===== src/rtl/seq_count_bcd2_ctrl_if.sv =====
// Handshake and data bundle for the two-digit BCD run controller.
// The master side drives control and target digits.
// The slave side (the controller) returns the count digits and the status flags.
interface seq_count_bcd2_ctrl_if;
    logic       clear;
    logic       start;
    logic       stop;
    logic [3:0] target_tens;
    logic [3:0] target_ones;
    logic [3:0] out_tens;
    logic [3:0] out_ones;
    logic       busy;
    logic       done;

    modport master (
        output clear, start, stop, target_tens, target_ones,
        input  out_tens, out_ones, busy, done
    );

    modport slave (
        input  clear, start, stop, target_tens, target_ones,
        output out_tens, out_ones, busy, done
    );
endinterface


===== src/rtl/seq_count_bcd2_ctrl.sv =====
// Two-digit (00-99) BCD run controller.
// It uses cascaded ones/tens decade counters, sequenced by an IDLE/RUN/PAUSE/DONE FSM.
// Counting stops at a target value, which is latched and clamped to 99 on each accepted start.
//
// Optional build macro SEQ_COUNT_BCD2_CTRL_AUTO_RELOAD_EN:
// when defined, reaching the target reloads the count to 00 and the FSM stays in RUN.
// In that build, done pulses for the single cycle in which the wrapped 00 is shown.
module seq_count_bcd2_ctrl (
    input  logic                       clk,
    input  logic                       reset,
    seq_count_bcd2_ctrl_if.slave       bus
);

    localparam logic [1:0] ST_IDLE  = 2'd0;
    localparam logic [1:0] ST_RUN   = 2'd1;
    localparam logic [1:0] ST_PAUSE = 2'd2;
    localparam logic [1:0] ST_DONE  = 2'd3;

    logic [1:0] state_q,    state_d;
    logic [3:0] tens_q,     tens_d;
    logic [3:0] ones_q,     ones_d;
    logic [3:0] tgt_tens_q, tgt_tens_d;
    logic [3:0] tgt_ones_q, tgt_ones_d;
    logic       at_target;
`ifdef SEQ_COUNT_BCD2_CTRL_AUTO_RELOAD_EN
    logic       wrap_q,     wrap_d;
`endif

    // Any target digit above 9 is treated as 9, so the count can always reach the target.
    function automatic logic [3:0] clamp_digit(input logic [3:0] d);
        return (d > 4'd9) ? 4'd9 : d;
    endfunction

    assign at_target = ({tens_q, ones_q} == {tgt_tens_q, tgt_ones_q});

    // Next-state and next-count logic; clear overrides every state.
    always_comb begin
        // NOTE: every variable gets a hold value first, so no path through the
        // case statement can leave one unassigned and infer a latch.
        state_d    = state_q;
        tens_d     = tens_q;
        ones_d     = ones_q;
        tgt_tens_d = tgt_tens_q;
        tgt_ones_d = tgt_ones_q;
`ifdef SEQ_COUNT_BCD2_CTRL_AUTO_RELOAD_EN
        wrap_d     = 1'b0;
`endif

        if (bus.clear) begin
            tens_d  = 4'd0;
            ones_d  = 4'd0;
            state_d = ST_IDLE;
        end else begin
            case (state_q)
                ST_IDLE, ST_DONE: begin
                    if (bus.start) begin
                        tgt_tens_d = clamp_digit(bus.target_tens);
                        tgt_ones_d = clamp_digit(bus.target_ones);
                        tens_d     = 4'd0;
                        ones_d     = 4'd0;
                        state_d    = ST_RUN;
                    end
                end
                ST_RUN: begin
                    if (bus.stop) begin
                        state_d = ST_PAUSE;
                    end else if (at_target) begin
`ifdef SEQ_COUNT_BCD2_CTRL_AUTO_RELOAD_EN
                        tens_d = 4'd0;
                        ones_d = 4'd0;
                        wrap_d = 1'b1;
`else
                        state_d = ST_DONE;
`endif
                    end else if (ones_q == 4'd9) begin
                        ones_d = 4'd0;
                        // Wrap from 99 to 00 cannot be reached with a clamped target.
                        // It is kept so the counter never leaves the BCD range.
                        tens_d = (tens_q == 4'd9) ? 4'd0 : tens_q + 4'd1;
                    end else begin
                        ones_d = ones_q + 4'd1;
                    end
                end
                ST_PAUSE: begin
                    if (bus.start) begin
                        state_d = ST_RUN;
                    end
                end
                default: begin
                    state_d = ST_IDLE;
                end
            endcase
        end
    end

    // State, counter and target registers with synchronous active-high reset.
    always_ff @(posedge clk) begin
        // NOTE: non-blocking assignments let every flop sample the pre-edge
        // values, independent of statement order inside this block.
        if (reset) begin
            state_q    <= ST_IDLE;
            tens_q     <= 4'd0;
            ones_q     <= 4'd0;
            tgt_tens_q <= 4'd0;
            tgt_ones_q <= 4'd0;
        end else begin
            state_q    <= state_d;
            tens_q     <= tens_d;
            ones_q     <= ones_d;
            tgt_tens_q <= tgt_tens_d;
            tgt_ones_q <= tgt_ones_d;
        end
    end

`ifdef SEQ_COUNT_BCD2_CTRL_AUTO_RELOAD_EN
    // Marks the cycle in which the reloaded 00 is presented.
    always_ff @(posedge clk) begin
        if (reset) begin
            wrap_q <= 1'b0;
        end else begin
            wrap_q <= wrap_d;
        end
    end

    assign bus.done = wrap_q;
`else
    assign bus.done = (state_q == ST_DONE);
`endif

    assign bus.busy     = (state_q == ST_RUN);
    assign bus.out_tens = tens_q;
    assign bus.out_ones = ones_q;

endmodule

===== src/flat_wrapper.sv =====
// flat-port wrapper written by rule: the top's interface ports become plain ports
module seq_count_bcd2_ctrl_flat 
  (clk, reset, bus_clear, bus_start, bus_stop, bus_target_tens, bus_target_ones, bus_out_tens, bus_out_ones, bus_busy, bus_done);
  seq_count_bcd2_ctrl_if bus_i ();
  input  logic clk;
  input  logic reset;
  input wire logic [$bits(bus_i.clear)-1:0] bus_clear;
  input wire logic [$bits(bus_i.start)-1:0] bus_start;
  input wire logic [$bits(bus_i.stop)-1:0] bus_stop;
  input wire logic [$bits(bus_i.target_tens)-1:0] bus_target_tens;
  input wire logic [$bits(bus_i.target_ones)-1:0] bus_target_ones;
  output wire logic [$bits(bus_i.out_tens)-1:0] bus_out_tens;
  output wire logic [$bits(bus_i.out_ones)-1:0] bus_out_ones;
  output wire logic [$bits(bus_i.busy)-1:0] bus_busy;
  output wire logic [$bits(bus_i.done)-1:0] bus_done;
  assign bus_i.clear = bus_clear;
  assign bus_i.start = bus_start;
  assign bus_i.stop = bus_stop;
  assign bus_i.target_tens = bus_target_tens;
  assign bus_i.target_ones = bus_target_ones;
  assign bus_out_tens = bus_i.out_tens;
  assign bus_out_ones = bus_i.out_ones;
  assign bus_busy = bus_i.busy;
  assign bus_done = bus_i.done;
  seq_count_bcd2_ctrl u_core (.clk(clk), .reset(reset), .bus(bus_i));
endmodule

===== config.mk =====
export PLATFORM = sky130hd
export DESIGN_NAME = seq_count_bcd2_ctrl_flat
export DESIGN_NICKNAME = d
export VERILOG_FILES = /design/src/rtl/seq_count_bcd2_ctrl_if.sv /design/src/rtl/seq_count_bcd2_ctrl.sv /design/src/flat_wrapper.sv
export SDC_FILE = /design/constraint.sdc
export NUM_CORES = 1
export LEC_CHECK = 0
export BUFFER_PORTS_ARGS = -buffer_cell sky130_fd_sc_hd__buf_2
export CAP_MARGIN = 5
export CORE_ASPECT_RATIO = 1.4
export CORE_MARGIN = 1.5
export CORE_UTILIZATION = 52
export CTS_BUF_LIST = sky130_fd_sc_hd__clkbuf_8 sky130_fd_sc_hd__clkbuf_16
export DETAILED_ROUTE_END_ITERATION = 8
export PLACE_DENSITY = 0.88
export SLEW_MARGIN = 20
export SYNTH_ARGS = -nofsm -noshare
export SYNTH_HDL_FRONTEND = slang
export SYNTH_SLANG_ARGS = --single-unit

===== constraint.sdc =====
create_clock -name clk -period 1.9 [get_ports clk]
set_input_delay 0.095 -clock clk [delete_from_list [all_inputs] [get_ports clk]]
set_output_delay 0.095 -clock clk [all_outputs]
set_load 0.01 [all_outputs]

==> results.txt <==
Die X: 40.36 µm
area taken by multi-input logic gates: 614.3 µm²
ant diodes: 0
crit path from: u_core.state_q[0]
Worst Path Required: 2.10 ns
DP Worst Slack: 0.1059 ns
# hold bufs at CTS: 0
sequential share of the synthesized area: 35.47%
I/O pin cnt: 23
Port Buffers: 22
Final period util: 96.03%
sequential power share: 46.5%
max cap viols: 0
fillcell total: 160
fraction of layout cells with a size suffix above 1: 26.62%
DRT Pass-1 Iters: 4
Post-Layout Cell Count: 174
DRT iter0 DRCs: 30
crit end category: flip-flop
die span in y: 55.30 µm
Placer Congestion: 0.8932
worst r2r dst: u_core.bus.out_tens[1]
reg-to-reg slack, setup: 0.08 ns
Floorplan Core Area: 0.001802 mm²
hpwl dp: 1793 µm
num rows: 18
Final WS setup: 0.07539 ns
CP arrival: 2.02 ns
clock latency on the worst-skew pair: 0.26 ns
Mapped Area: 0.001016 mm²
synth warn: 0
fin nets: 174
Routed Antenna Nets: 0
Compound-Gate Fraction of Synth Area: 21.18%
xor/xnor cell area share of the yosys netlist: 6.897%
Clock Sink Count: 18
crit start category: flip-flop
Cells after DPL: 170
clock slew at reported path FFs: 0.07 ns
Root Driver: clkbuf_8
largest family of logic cells by synthesized area: simple AND/OR/NAND/NOR gates
first-pass GRT wire length: 3712 µm
post-synthesis cell type count: 31
Final Hold Fails: 0
synthesized-area fraction occupied by adder cells: 7.389%
post-synthesis register bit count: 18
total grt overflow: 0
drt wl/cell: 13.79 µm
crit path time final: 1.825 ns
Critical Path End: u_core.bus.out_tens[1]
multiplexer share of the synthesized area: 0.9852%
initial antenna violation count: 0
FFs w/ async S/R, synth: 0%
syn nets: 144
GR Util All Layers: 24.47%
Switching Power: 0.2218 mW
Syn Inst Count: 125
Post-synth EDFFs: 0
vias per cell: 5.805
drt total wl: 2400 µm
H-tree levels: 1
status: complete, no violations
worst slew pin tran: 0.4766 ns
Register Area: 362.8 µm²
Max Clock Skew: 0.002750 ns
Max FO, Critical Path: 10
number of global-route vias before repair: 915
Sw Ratio: 26.06%
Clock Power Share: 37.9%
Final Power: 0.8512 mW
Gate power share: 15.6%
Remaining DRCs: 0
final hold slack: 0.07131 ns
DIE AREA: 0.002232 mm²
Main synth FF type: dfxtp_1
internal power: 0.6294 mW
Slew Viols, Final: 0
post-synthesis simple-gate area fraction: 23.65%
Max IR drop VDD: 0.5029 mV
Finish-stage setup viols: 0
CTS Buffer Depth: 2
Reg2Reg Depth: 5
PD cells: 683.0 mW/mm²
P&R area growth vs syn: 22.66%
Leak: 0.5682 nW
HP Class: primary input to flip-flop
critical path class: flip-flop to flip-flop
slew margin rel.: 68.09%
initial core utilization: 56.39%
Post-Route Utilization: 69.17%
total number of vias: 1,010
fmax: 0.5481 GHz
Syn Area/Cell: 8.128 µm²
Inserted Clock Buffers: 3
worst r2r src: u_core.state_q[0]
CTS tree: done
largest net degree at the start of global routing: 11
-- registers in the layout, summed over array words and instances (netlist names) --
register,count
u_core.bus.out_tens,4
u_core.tgt_tens_q,4
u_core.tgt_ones_q,4
u_core.state_q,2
u_core.bus.out_ones,4
-- timing repair --
action	CTS	global route
endpoints found under the hold margin	0	0
resized for setup	0	4
setup endpoints to repair	0	5
setup buffers	0	0
-- Yosys cell counts, drive strengths merged, types with 5 or more instances --
| cell type | number | area share [%] |
|---|---|---|
| ha | 6 | 7.4 |
| xor2 | 8 | 6.9 |
| dfxtp | 18 | 35 |
| o21ai | 8 | 3.9 |
| nand3b | 5 | 3.7 |
| nand2 | 18 | 6.6 |
| a21oi | 13 | 6.4 |
| nand3 | 5 | 2.5 |
| inv | 5 | 1.8 |
| nor2 | 5 | 1.8 |
-- logic make-up after synthesis --
group / after synthesis
buffers and inverters: 10
and+or+nand+nor: 47
xor gates and xnor gates: 8
DFF: 18
muxes: 1
AOI/OAI and AO/OA: 35
adders and majority gates: 6
-- power by group through the flow --
stage	Sequential (mW)	Clock, mW	Combinational [mW]
after floorplan	0.403	0	0.0816
after global placement	0.404	0	0.123
after detailed placement	0.405	0	0.129
after CTS	0.396	0.325	0.130
after global routing	0.397	0.346	0.148
final	0.396	0.322	0.133
-- cell usage in the layout, fill, tap and decap left out, types with 3 or more instances in the layout --
master | synthesis | routed
a21oi_1 | 13 | 13
buf_2 | 0 | 22
buf_4 | 0 | 8
clkbuf_8 | 0 | 4
dfxtp_1 | 18 | 16
ha_1 | 6 | 6
inv_1 | 5 | 5
nand2_1 | 18 | 17
nand3_1 | 5 | 5
nand3b_1 | 5 | 5
nor2_1 | 5 | 5
nor4_1 | 3 | 3
o211ai_1 | 3 | 3
o21ai_0 | 8 | 8
or4_1 | 3 | 3
xor2_1 | 8 | 8
-- how the worst min path moves through the flow --
stage	startpoint	to	slack [ns]	cells after the start
2_1_floorplan	bus_target_ones[3]	u_core.tgt_ones_q[3]	0.23	2
3_3_place_gp	bus_target_ones[0]	u_core.tgt_ones_q[0]	0.32	3
3_5_place_dp	bus_target_ones[0]	u_core.tgt_ones_q[0]	0.34	3
4_1_cts	bus_target_tens[0]	u_core.tgt_tens_q[0]	0.07	3
5_1_grt	bus_target_tens[0]	u_core.tgt_tens_q[0]	0.09	3
6_report	bus_target_tens[0]	u_core.tgt_tens_q[0]	0.07	3
-- worst max-delay path, cell delays in order, from the launching register on --
cell and delay [ns]:
dfxtp_1 0.39, ha_1 0.36, o211a_1 0.27, nand2_2 0.11, or4_1 0.48, a21oi_1 0.16
-- final cells by class --
cell class                      count  share of cell area, %
Tap cell                           20                  2.008
Clock buffer                        4                  4.418
Timing Repair Buffer               30                  13.65
Multi-Input combinational cell     97                  49.30
Inverter                            5                  1.506
Sequential cell                    18                  29.12
-- through the flow --
stage	setup TNS [ns]	area (µm²)
after global routing	-0.005322	1246
final	0	1246
after CTS	0	1240
after detailed placement	0	1185
after floorplan	0	1016
after global placement	0	1185
-- layer usage --
layer	track usage, %	share of wire [%]	vias up	routed length [µm]
met5	0	0	-	0
met2	39.91	54	26	1293
met4	13.33	2.2	0	53
met1	26.03	40	472	970
li1	-	-	508	-
met3	7.229	3.5	4	84
Power figures use the tool's default switching activity.
